**config.mk**
```make
export PLATFORM = sky130hd
export DESIGN_NAME = vga_timing_gen
export DESIGN_NICKNAME = d
export VERILOG_FILES = /design/src/rtl/vga_timing_gen.sv
export SDC_FILE = /design/constraint.sdc
export NUM_CORES = 1
export LEC_CHECK = 0
export ABC_AREA = 1
export ABC_CLOCK_PERIOD_IN_PS = 5420
export CORE_ASPECT_RATIO = 0.7
export CORE_UTILIZATION = 57
export DETAILED_ROUTE_END_ITERATION = 8
export PLACE_DENSITY = 0.81
export SYNTH_ARGS = -nofsm -noshare
export SYNTH_HDL_FRONTEND = slang
export SYNTH_SLANG_ARGS = --single-unit
```
**constraint.sdc**
```tcl
create_clock -name clk -period 5.42 [get_ports clk]
set_clock_uncertainty 0.15 [all_clocks]
set_input_delay 1.355 -clock clk [delete_from_list [all_inputs] [get_ports clk]]
set_output_delay 1.355 -clock clk [all_outputs]
set_load 0.01 [all_outputs]
```
**src/rtl/vga_timing_gen.sv**
```systemverilog
// Parametrised VGA raster timing generator: pixel/line counters, sync pulses,
// display enable and line/frame markers, all registered and mutually aligned.
module vga_timing_gen #(
    parameter int H_ACTIVE   = 1024,
    parameter int H_FP       = 24,
    parameter int H_SYNC     = 136,
    parameter int H_BP       = 160,
    parameter int V_ACTIVE   = 768,
    parameter int V_FP       = 3,
    parameter int V_SYNC     = 6,
    parameter int V_BP       = 29,
    parameter bit H_SYNC_POL = 1'b0,
    parameter bit V_SYNC_POL = 1'b0,
    parameter int CW         = 11
) (
    input  logic          clk,
    input  logic          rst,
    input  logic          pix_en,
    input  logic          restart,
    output logic [CW-1:0] h_count,
    output logic [CW-1:0] v_count,
    output logic          h_sync,
    output logic          v_sync,
    output logic          EA,
    output logic          line_start,
    output logic          frame_start
);

    localparam int H_TOTAL = H_ACTIVE + H_FP + H_SYNC + H_BP;
    localparam int V_TOTAL = V_ACTIVE + V_FP + V_SYNC + V_BP;

    localparam logic [CW-1:0] H_LAST   = CW'(H_TOTAL - 1);
    localparam logic [CW-1:0] V_LAST   = CW'(V_TOTAL - 1);
    localparam logic [CW-1:0] H_ACT    = CW'(H_ACTIVE);
    localparam logic [CW-1:0] V_ACT    = CW'(V_ACTIVE);
    localparam logic [CW-1:0] HS_FIRST = CW'(H_ACTIVE + H_FP);
    localparam logic [CW-1:0] HS_LAST  = CW'(H_ACTIVE + H_FP + H_SYNC - 1);
    localparam logic [CW-1:0] VS_FIRST = CW'(V_ACTIVE + V_FP);
    localparam logic [CW-1:0] VS_LAST  = CW'(V_ACTIVE + V_FP + V_SYNC - 1);

    if (H_ACTIVE <= 0 || H_FP <= 0 || H_SYNC <= 0 || H_BP <= 0 ||
        V_ACTIVE <= 0 || V_FP <= 0 || V_SYNC <= 0 || V_BP <= 0) begin : g_bad_zero
        $error("vga_timing_gen: every active/porch/sync value must be non-zero");
    end
    if (H_TOTAL > (2 ** CW) || V_TOTAL > (2 ** CW)) begin : g_bad_width
        $error("vga_timing_gen: H_TOTAL/V_TOTAL do not fit in CW bits");
    end

    logic [CW-1:0] h_next;
    logic [CW-1:0] v_next;
    logic          hs_act_next;
    logic          vs_act_next;

    // Outputs are decoded from the position the counters are about to take,
    // so every registered output lines up with the registered counters.
    always_comb begin
        // NOTE: defaults first so no path through this block leaves a value
        // unassigned, which would otherwise infer a latch.
        h_next = h_count;
        v_next = v_count;
        if (restart) begin
            h_next = '0;
            v_next = '0;
        end else if (pix_en) begin
            if (h_count == H_LAST) begin
                h_next = '0;
                v_next = (v_count == V_LAST) ? '0 : v_count + 1'b1;
            end else begin
                h_next = h_count + 1'b1;
            end
        end
        hs_act_next = (h_next >= HS_FIRST) && (h_next <= HS_LAST);
        vs_act_next = (v_next >= VS_FIRST) && (v_next <= VS_LAST);
    end

    // NOTE: non-blocking assignments for all state so every register samples
    // the pre-edge values regardless of statement order.
    always_ff @(posedge clk or posedge rst) begin
        if (rst) begin
            h_count     <= '0;
            v_count     <= '0;
            h_sync      <= ~H_SYNC_POL;
            v_sync      <= ~V_SYNC_POL;
            EA          <= 1'b1;
            line_start  <= 1'b1;
            frame_start <= 1'b1;
        end else begin
            h_count     <= h_next;
            v_count     <= v_next;
            h_sync      <= hs_act_next ? H_SYNC_POL : ~H_SYNC_POL;
            v_sync      <= vs_act_next ? V_SYNC_POL : ~V_SYNC_POL;
            EA          <= (h_next < H_ACT) && (v_next < V_ACT);
            line_start  <= (h_next == '0);
            frame_start <= (h_next == '0) && (v_next == '0);
        end
    end

endmodule

```
==> summary.md, run 1 <==
| Metric | Value |
|---|---|
| Status | `completed` |
| Most used DFF post-synth | `dfrtp_1` |
| WP data arrival | `3370 ps` |
| Synth warn | `0` |
| Die Y-Extent | `49.09 um` |
| Synthesized cell area | `0.001805 mm2` |
| Final non-filler cell total | `323` |
| Routed Antenna Nets | `0` |
| Dpl cell area | `0.002140 mm2` |
| Nets | `295` |
| Maximum capacitance violations | `0` |
| Clock slew at reported path FFs | `100 ps` |
| Largest area contributor in the netlist | `dfrtp_1` |
| Post-Syn Nets | `261` |
| Global route total overflow | `0` |
| Htree depth | `1` |
| Hold path depth | `3` |
| Share of cells above drive strength 1 | `14.29%` |
| Fmax | `0.3030 GHz` |
| Crit path required time | `5490 ps` |
| Post-synth EDFFs | `0` |
| Area delta synth->final | `21.28%` |
| IO Port Bufs | `30` |
| DR pass1 iterations | `5` |
| Reg2reg start | `h_count[0]` |
| Top-count cell post-synth | `nand2_1` |
| Root Buffer | `clkbuf_8` |
| Sink Count | `27` |
| Final Cell Area | `0.002190 mm2` |
| WL final | `4.408 mm` |
| Unrepaired setup endpoints after global routing | `no` |
| Setup violators final | `0` |
| Most used cell, CP | `nand2_1` |
| Number of global-route vias before repair | `1637` |
| Switch Pwr | `0.09016 mW` |
| Maximum clock insertion buffer count | `2` |
| Fin crit period | `3300 ps` |
| Rel. slew slack | `33.28%` |
| Hold Crit Class | `reg -> reg` |
| Max FO, Critical Path | `9` |
| RD Place Congestion | `0.9509` |
| Commonest cells in the synthesized netlist | `nand2_1 (66), inv_1 (40), nor2_1 (35)` |
| Initial antenna violation count | `0` |
| Hold EP | `h_count[0]` |
| Die X-Extent | `69.27 um` |
| Wirelength per Cell | `13.65 um` |
| Ranking of synthesized cells by area | `dfrtp_1 (30%), nand2_1 (14%), inv_1 (8.3%)` |
| #FFs+latches synth | `27` |
| TritonCTS Buffers | `3` |
| # hold bufs at CTS | `0` |
| LEAKAGE | `1.139 nW` |
| Slew @ Worst Pin | `999.7 ps` |
| Synth cell types | `28` |
| Logic pwr share | `9.6%` |
| Num rows | `16` |
| Sequential power share | `57.5%` |
| Setup TNS | `0 ps` |
| Hpwl dp | `3.499 mm` |
| DR vias | `1725` |
| Peak VDD IR | `0.2025 mV` |
| Setup bufs post-CTS | `0` |
| Sw Share | `24.64%` |
| Flop2flop setup slack | `3190 ps` |
| Largest net degree at the start of global routing | `28` |
| Worst reg2reg endpoint | `frame_start` |
| I/O pin count | `31` |
| Synth async-reset ratio | `100.0%` |
| CTS tree | `built` |
| Fin. Hold Viols | `0` |
| Tcrit/Tclk final | `60.88%` |
| Avg Inst Size Synth | `7.108 um2` |
| Part of the Yosys area used for sequential elements | `37.77%` |
| Post-synth top area share | `30.49%` |
| Overall routing resource usage | `28.51%` |
| Global-route wire length before repair | `7.603 mm` |
| CP peak stage delay | `720 ps` |
| Worst-Skew Late Latency | `280 ps` |
| Worst setup EP type | `register` |
| Internal power | `0.2757 mW` |
| Synth Instances | `254` |
| Placed Cells | `319` |
| Initial drt markers | `140` |
| Drt drc | `0` |
| Crit path from | `pix_en` |
| CP Cell Sequence | `clkdlybuf4s50_1 -> nand4_4 -> nor2_4 -> nand2_4 -> nand2_4 -> inv_4 -> nand2_1 -> inv_1 -> nor2_1 -> nand2_1 -> nor2_1 -> nand2_1 -> nor2_2` |
| CP Launch Type | `input pin` |
| Power per cell area | `167.1 mW/mm2` |
| Post-CTS sizing | `0` |
| Worst r2r path cells | `13` |
| Core ar. | `0.002903 mm2` |
| Max Slew Vio Count | `0` |
| Initial Utilization | `62.20%` |
| Crit path max-delay cell type | `clkdlybuf4s50_1` |
| Hold Startpoint | `h_count[0]` |
| Die Area | `0.003400 mm2` |
| Clock power share | `32.9%` |
| Type of the worst setup path | `in -> reg` |
| Antenna diodes | `0` |
| DR vias/cell | `5.341` |
worst max-delay path, delay by kind of cell:
kind / cells / cell delay (ps)
buf+inv: 3 / 840
simple gates: 10 / 1170
flip-flops by register name (all words and copies together), names as in the netlist:
name,count
EA,1
h_count,11
v_sync,1
frame_start,1
line_start,1
v_count,11
h_sync,1
placed cells by master, fill, tap and decap left out, types with 4 or more instances in the layout:
| master | synthesis | final |
|---|---|---|
| nand2_1 | 66 | 66 |
| inv_1 | 40 | 40 |
| nor2_1 | 35 | 35 |
| clkdlybuf4s50_1 | 0 | 30 |
| nand3_1 | 29 | 29 |
| dfrtp_1 | 22 | 22 |
| nor2_4 | 6 | 6 |
| nand2_2 | 6 | 6 |
| dfstp_2 | 5 | 5 |
| nor2_2 | 5 | 5 |
| inv_2 | 4 | 4 |
| nand3_2 | 4 | 4 |
| nor3_1 | 4 | 4 |
per-layer routing:
metal / share of wire, % / global-route usage [%]
met1: 51 / 43.90
met2: 40 / 41.59
met3: 8.0 / 5.372
met4: 0.77 / 5.782
met5: 0 / 0
cells by family after synthesis:
logic type | share of synthesized area (%)
AOI/OAI and AO/OA | 2.564
xor gates and xnor gates | 0.9704
adders and majority gates | 2.079
buffers and inverters | 10.53
DFF | 37.77
and+or+nand+nor | 46.09
stage by stage:
step                      util, %  hold WS, ps  setup slack [ps]  power (mW)
after global placement      73.71        467.4              1870      0.2493
after floorplan                 -        481.4              2747      0.2343
after CTS                   75.43        510.7              2142      0.3715
final                       75.43        505.9              2120      0.3659
after detailed placement    73.71        491.8              1848      0.2493
after global routing        75.43        560.3              1869      0.3803
power by group through the flow:
stage / sequential (mW) / clock, mW / combinational, mW
3_5_place_dp: 0.214 / 0 / 0.0353
5_1_grt: 0.211 / 0.130 / 0.0396
6_report: 0.210 / 0.120 / 0.0353
2_1_floorplan: 0.216 / 0 / 0.0185
4_1_cts: 0.210 / 0.126 / 0.0356
3_3_place_gp: 0.214 / 0 / 0.0352
worst max path at each step:
stage | to | slack [ps] | cells after the start
after detailed placement | frame_start | 1850 | 13
after floorplan | frame_start | 2750 | 13
after global placement | frame_start | 1870 | 13
final | frame_start | 2120 | 13
after global routing | frame_start | 1870 | 13
after CTS | frame_start | 2140 | 13
cell type report:
type | instances | area (um2)
inverter | 47 | 178.9
clock inverter | 1 | 8.758
fill | 251 | 713.2
multi-input combinational | 179 | 933.4
tap | 36 | 45.04
sequential | 27 | 681.9
clock buffer | 3 | 41.29
timing repair buffer | 30 | 300.3
Note: power is estimated with default switching activity, not from simulation.
==> run 2: changes to the inputs <==
--- a/config.mk
+++ b/config.mk
@@ -6,11 +6,11 @@
 export NUM_CORES = 1
 export LEC_CHECK = 0
 export ABC_AREA = 1
-export ABC_CLOCK_PERIOD_IN_PS = 5420
+export ABC_CLOCK_PERIOD_IN_PS = 2700
 export CORE_ASPECT_RATIO = 0.7
-export CORE_UTILIZATION = 57
+export CORE_UTILIZATION = 48
 export DETAILED_ROUTE_END_ITERATION = 8
-export PLACE_DENSITY = 0.81
+export PLACE_DENSITY = 0.72
 export SYNTH_ARGS = -nofsm -noshare
 export SYNTH_HDL_FRONTEND = slang
 export SYNTH_SLANG_ARGS = --single-unit
==> constraint.sdc (replaced) <==
create_clock -name clk -period 2.7 [get_ports clk]
set_clock_uncertainty 0.15 [all_clocks]
set_input_delay 0.675 -clock clk [delete_from_list [all_inputs] [get_ports clk]]
set_output_delay 0.675 -clock clk [all_outputs]
set_load 0.01 [all_outputs]
==> run 2 against run 1 <==
  * Register-to-register slack got worse by 2700 ps
  * Sequential power increased by 100%
  * Clock power increased by 110%
  * Combinational power increased by 120%
  * Non-clock buffer count increased by 15
  * Count of clock-buffer cells in the layout unchanged
  * Routed wire length increased by 1.8%
  * Largest cell class unchanged
  * Die area increased by 18%
  * Worst setup slack got worse by 1600 ps
  * Power increased by 100%
  * First-iteration DRC count decreased by 25%
==> summary.md, run 2 (synthesized netlist as in run 1, its figures left out) <==
| Metric | Value |
|---|---|
| Setup ws final | `530.0 ps (-1590 ps)` |
| Initial antenna violation count | `0 (unchanged)` |
| CP Launch Type | `register` |
| Status | `completed` |
| Die X-Extent | `75.31 um (+8.7%)` |
| Drt drc | `0 (unchanged)` |
| # hold bufs at CTS | `0 (unchanged)` |
| Worst path top cell family by delay | `simple AND/OR/NAND/NOR gates` |
| Sink Count | `27 (unchanged)` |
| Fmax | `0.4608 GHz` |
| Placed Cells | `348 (+9.1%)` |
| Maximum capacitance violations | `0 (unchanged)` |
| TritonCTS Buffers | `3 (unchanged)` |
| Die Area | `0.004015 mm2 (+18%)` |
| Global-route wire length before repair | `6.996 mm (-8.0%)` |
| Crit path required time | `2780 ps (-2710 ps)` |
| Worst-Skew Late Latency | `280 ps (about the same)` |
| WP data arrival | `2250 ps (-1120 ps)` |
| Most frequent cells in the layout | `nand2_1 (66), inv_1 (40), nor2_1 (35)` |
| Slew @ Worst Pin | `337.6 ps (-662.0 ps)` |
| Initial drt markers | `105 (-25%)` |
| Fill count | `330 (+31%)` |
| WP buf/inv | `2 (-1)` |
| Unrepaired setup endpoints after global routing | `no` |
| IO Port Bufs | `30 (unchanged)` |
| Peak VDD IR | `0.2884 mV (+42%)` |
| Maximum clock insertion buffer count | `2 (unchanged)` |
| Final non-filler cell total | `352 (+9.0%)` |
| Initial Utilization | `50.74% (-11 points)` |
| Number of global-route vias before repair | `1373 (-16%)` |
| CP peak stage delay | `410 ps (-310 ps)` |
| Commonest non-fill, non-tap cell in the layout | `nand2_1` |
| Type of the worst setup path | `reg -> reg` |
| Nets | `310 (+5.1%)` |
| Post-CTS sizing | `0 (unchanged)` |
| Hold Crit Class | `reg -> reg` |
| DR pass1 iterations | `4 (-1)` |
| Dpl cell area | `0.002270 mm2 (+6.1%)` |
| WL final | `4.488 mm (+1.8%)` |
| DR vias/cell | `4.906 (-8.1%)` |
| Root Buffer | `clkbuf_8` |
| Rel. slew slack | `77.49% (+44 points)` |
| Die Y-Extent | `53.31 um (+8.6%)` |
| Power per cell area | `322.7 mW/mm2 (+93%)` |
| I/O pin count | `31 (unchanged)` |
| Setup bufs post-CTS | `0 (unchanged)` |
| LEAKAGE | `1.221 nW (+7.2%)` |
| CTS tree | `built` |
| Max Slew Vio Count | `0 (unchanged)` |
| Pre-CTS setup slack | `-74.09 ps (-1922 ps)` |
| Global route total overflow | `0 (unchanged)` |
| Largest net degree at the start of global routing | `28 (unchanged)` |
| Setup violators final | `0 (unchanged)` |
| Overall routing resource usage | `24.47% (-4.0 points)` |
| Max FO, Critical Path | `8 (-1)` |
| Fin. Hold Viols | `0 (unchanged)` |
| Clock slew at reported path FFs | `100 ps (about the same)` |
| Tcrit/Tclk final | `80.37%` |
| Num rows | `18 (+2)` |
| Antenna diodes | `0 (unchanged)` |
| DR vias | `1727 (+0.12%)` |
| Wirelength per Cell | `12.75 um (-6.6%)` |
| Worst setup EP type | `register` |
| Fin crit period | `2170 ps` |
| RD Place Congestion | `0.8890 (-6.5%)` |
| Htree depth | `1 (unchanged)` |
| Area delta synth->final | `28.62%` |
| Core ar. | `0.003558 mm2 (+23%)` |
| Crit path max-delay cell type | `dfrtp_1` |
| Routed Antenna Nets | `0 (unchanged)` |
| Hpwl dp | `3.542 mm (+1.2%)` |
| Regs by FF count | `h_count: 11 flops, v_count: 11 flops` |
| CP Cell Sequence | `ha_1 -> inv_1 -> nor2_2 -> nand3_2 -> nor2_4 -> nand2_1 -> nand3_1 -> nand2_2 -> nor2_2 -> nand2_1 -> clkinv_1 -> nand2_1 -> nor2_2` |
| Total power | `0.7493 mW (+100%)` |
| Share of cells above drive strength 1 | `18.54% (+4.3 points)` |
| Hold slack final | `480.5 ps (-25.37 ps)` |
| Final Cell Area | `0.002322 mm2 (+6.1%)` |
-- run 2: cell count changes in the layout (fill, tap and decap cells not counted) --
cell,delta
clkdlybuf4s50_1,-1
dlymetal6s2s_1,+1
buf_4,+15
-- run 2: metrics by stage --
stage               setup TNS, ps  utilization (%)
finish                          0            65.26
global route                    0            65.26
CTS                             0            65.19
detailed placement         -107.3            63.78
global placement           -81.85            63.78
floorplan                       0                -
-- run 2: path summary, 6_finish.rpt --
check	start	to	slack, ps	cells past startpoint
max in group asynchronous	rst	frame_start	1510	3
max	h_count[0]	frame_start	530	13
max reg2reg	h_count[0]	frame_start	530	13
min reg2reg	h_count[0]	h_count[0]	480	3
min in group asynchronous	rst	h_count[9]	590	3
min	h_count[0]	h_count[0]	480	3
-- run 2: routing by layer --
layer | GRT usage [%] | part of all wire (%) | vias to the layer above
met3 | 6.286 | 6.1 | 2
li1 | - | - | 879
met4 | 3.704 | 0.18 | 0
met1 | 39.32 | 54 | 790
met5 | 0 | 0 | -
met2 | 32.14 | 39 | 56
-- run 2: where the power goes --
group	switching, mW	leakage, nW	internal, mW	total, mW
clock network	0.139	0.0261	0.109	0.248
logic	0.0432	0.836	0.0362	0.0794
registers	0.00612	0.358	0.416	0.422
total	0.188	1.22	0.561	0.749
-- run 2: worst register-to-register path, delay by kind of cell, from the launching register on --
| kind | cells | cell delay [ps] |
|---|---|---|
| buffers and inverters | 2 | 140 |
| adders and majority gates | 1 | 270 |
| DFF | 1 | 410 |
| and+or+nand+nor | 10 | 1140 |
-- run 2: area by class of cell --
type                    instances  area (um2)  area share, %
repair buffers                 45       415.4          17.89
clock buffers                   3       41.29          1.778
multi-input cells             179       933.4          40.19
inverters                      47       178.9          7.705
clock inverters                 1       8.758         0.3772
well taps                      50       62.56          2.694
flip-flops and latches         27       681.9          29.36
==> run 3: changes to the inputs <==
--- a/config.mk
+++ b/config.mk
@@ -6,11 +6,11 @@
 export NUM_CORES = 1
 export LEC_CHECK = 0
 export ABC_AREA = 1
-export ABC_CLOCK_PERIOD_IN_PS = 2700
+export ABC_CLOCK_PERIOD_IN_PS = 2000
 export CORE_ASPECT_RATIO = 0.7
-export CORE_UTILIZATION = 48
+export CORE_UTILIZATION = 53
 export DETAILED_ROUTE_END_ITERATION = 8
-export PLACE_DENSITY = 0.72
+export PLACE_DENSITY = 0.76
 export SYNTH_ARGS = -nofsm -noshare
 export SYNTH_HDL_FRONTEND = slang
 export SYNTH_SLANG_ARGS = --single-unit
==> constraint.sdc (replaced) <==
create_clock -name clk -period 2 [get_ports clk]
set_clock_uncertainty 0.15 [all_clocks]
set_input_delay 0.5 -clock clk [delete_from_list [all_inputs] [get_ports clk]]
set_output_delay 0.5 -clock clk [all_outputs]
set_load 0.01 [all_outputs]
==> run 3 against run 2 <==
  * Sequential cell count unchanged
  * Worst setup slack worse by 500 ps
  * Power up 37%
  * Non-clock buffer count up 19
  * First-iteration DRC count up 55%
  * Utilization up 16 points
  * Die area down 9.1%
  * Count of clock-buffer cells in the layout unchanged
  * Final cell count up 2.0%
  * Design area up 12%
  * Largest cell class unchanged
==> summary.md, run 3 (synthesized netlist as in run 1, its figures left out) <==
| Metric | Value |
|---|---|
| Status | `completed` |
| RD Place Congestion | `0.9475 (+6.6%)` |
| Max FO, Critical Path | `5 (-3)` |
| WP buf/inv | `1 (-1)` |
| Initial antenna violation count | `0 (unchanged)` |
| Maximum capacitance violations | `0 (unchanged)` |
| Fin crit period | `1970 ps` |
| Routed Antenna Nets | `0 (unchanged)` |
| Regs by FF count | `h_count: 11 flops, v_count: 11 flops` |
| CP Cell Sequence | `clkdlybuf4s50_1` |
| DR vias/cell | `5.022 (+2.4%)` |
| IO Port Bufs | `30 (unchanged)` |
| DR vias | `1803 (+4.4%)` |
| Hold Crit Class | `in -> async` |
| Unrepaired setup endpoints after global routing | `yes` |
| Fin util | `81.65% (+16 points)` |
| CTS tree | `built` |
| Peak VDD IR | `0.3868 mV (+34%)` |
| Sink Count | `27 (unchanged)` |
| Fmax | `0.5076 GHz` |
| Rel. slew slack | `72.18% (-5.3 points)` |
| Worst setup EP type | `primary output` |
| Maximum clock insertion buffer count | `2 (unchanged)` |
| Hpwl dp | `3.622 mm (+2.3%)` |
| Initial Utilization | `56.59% (+5.8 points)` |
| Number of global-route vias before repair | `1632 (+19%)` |
| Htree depth | `1 (unchanged)` |
| Global-route wire length before repair | `7.638 mm (+9.2%)` |
| Crit path from | `v_count[8]` |
| Reg2reg start | `h_count[1]` |
| Fin. Hold Viols | `0 (unchanged)` |
| Slew @ Worst Pin | `414.1 ps (+76.42 ps)` |
| Commonest non-fill, non-tap cell in the layout | `nand2_1` |
| Largest net degree at the start of global routing | `28 (unchanged)` |
| Type of the worst setup path | `reg -> out` |
| Nets | `329 (+6.1%)` |
| Die Y-Extent | `50.83 um (-4.7%)` |
| Dpl cell area | `0.002367 mm2 (+4.3%)` |
| I/O pin count | `31 (unchanged)` |
| Most frequent cells in the layout | `nand2_1 (61), inv_1 (37), buf_4 (34)` |
| CP Launch Type | `register` |
| Num rows | `17 (-1)` |
| WP data arrival | `1320 ps (-930 ps)` |
| DR pass1 iterations | `4 (unchanged)` |
| Setup TNS | `0 ps (unchanged)` |
| Initial drt markers | `163 (+55%)` |
| Worst reg2reg endpoint | `frame_start` |
| LEAKAGE | `1.432 nW (+17%)` |
| Crit path required time | `1350 ps (-1430 ps)` |
| Clock slew at reported path FFs | `100 ps (about the same)` |
| TritonCTS Buffers | `3 (unchanged)` |
| Root Buffer | `clkbuf_8` |
| Worst-Skew Late Latency | `280 ps (about the same)` |
| Die X-Extent | `71.76 um (-4.7%)` |
| CP peak stage delay | `570 ps (+160 ps)` |
| Antenna diodes | `0 (unchanged)` |
| Wirelength per Cell | `13.69 um (+7.4%)` |
| Worst r2r path cells | `13 (unchanged)` |
| Tcrit/Tclk final | `98.50%` |
| Hold slack final | `412.0 ps (-68.52 ps)` |
| Core ar. | `0.003191 mm2 (-10%)` |
| Worst path top cell family by delay | `buffers and inverters` |
| # hold bufs at CTS | `0 (unchanged)` |
| Max Slew Vio Count | `0 (unchanged)` |
| Area delta synth->final | `44.28%` |
| Overall routing resource usage | `27.70% (+3.2 points)` |
| Crit path max-delay cell type | `clkdlybuf4s50_1` |
| Die Area | `0.003648 mm2 (-9.1%)` |
| Global route total overflow | `0 (unchanged)` |
| Power per cell area | `393.2 mW/mm2 (+22%)` |
| WL final | `4.914 mm (+9.5%)` |
| Flop2flop setup slack | `70 ps (-460 ps)` |
| Final Cell Area | `0.002605 mm2 (+12%)` |
| Share of cells above drive strength 1 | `33.33% (+15 points)` |
| Drt drc | `0 (unchanged)` |
| Setup violators final | `0 (unchanged)` |
-- run 3: changes by cell type in the layout (fill, tap and decap cells not counted), sizes merged --
cell and delta:
buf +19, clkdlybuf4s50 -13, dlymetal6s2s +7, dlygate4sd2 +5, clkdlybuf4s15 +1, clkinv -1
inv +1
-- run 3: cell type report --
type / count / area, um2
Timing Repair Buffer: 64 / 569.3
Multi-Input combinational cell: 179 / 1072
Clock buffer: 3 / 41.29
Inverter: 47 / 178.9
Sequential cell: 27 / 686.9
Clock inverter: 1 / 8.758
Tap cell: 38 / 47.55
Fill cell: 228 / 585.6
-- run 3: stage by stage --
step           total power [mW]  instances  setup WS, ps
3_3_place_gp             0.6930        351        -498.7
5_1_grt                   1.068        359        -100.9
6_report                  1.024        359         30.04
3_5_place_dp             0.6959        351        -563.4
2_1_floorplan            0.6350        254         86.90
4_1_cts                   1.028        355        -1.395
-- run 3: where the power goes --
part           internal (mW)  switching [mW]  total [mW]
Combinational         0.0513          0.0700       0.121
Sequential             0.562         0.00673       0.569
Clock                  0.147           0.188       0.334
Total                  0.760           0.264        1.02
-- run 3: worst max-delay path by stage --
stage | end | slack, ps | depth (start not counted)
2_1_floorplan | frame_start | 90 | 13
3_3_place_gp | frame_start | -500 | 13
3_5_place_dp | frame_start | -560 | 13
4_1_cts | frame_start | -1 | 13
5_1_grt | frame_start | -100 | 14
6_report | v_count[8] | 30 | 1
-- run 3: worst min-delay path: stages --
cell and delay [ps]:
clkdlybuf4s50_1 390, inv_1 50, buf_4 320
-- run 3: what timing repair did --
action	4_1_cts	5_1_grt
pin swaps	2	22
endpoints found under the setup margin	9	18
gates resized for setup	10	44
setup buffers	0	4
-- run 3: metal layers --
metal	global-route usage, %	part of all wire [%]	vias to the layer above
li1	-	-	918
met2	38.99	42	64
met4	6.863	0.85	0
met1	42.10	50	815
met5	0	0	-
met3	7.101	7.4	6
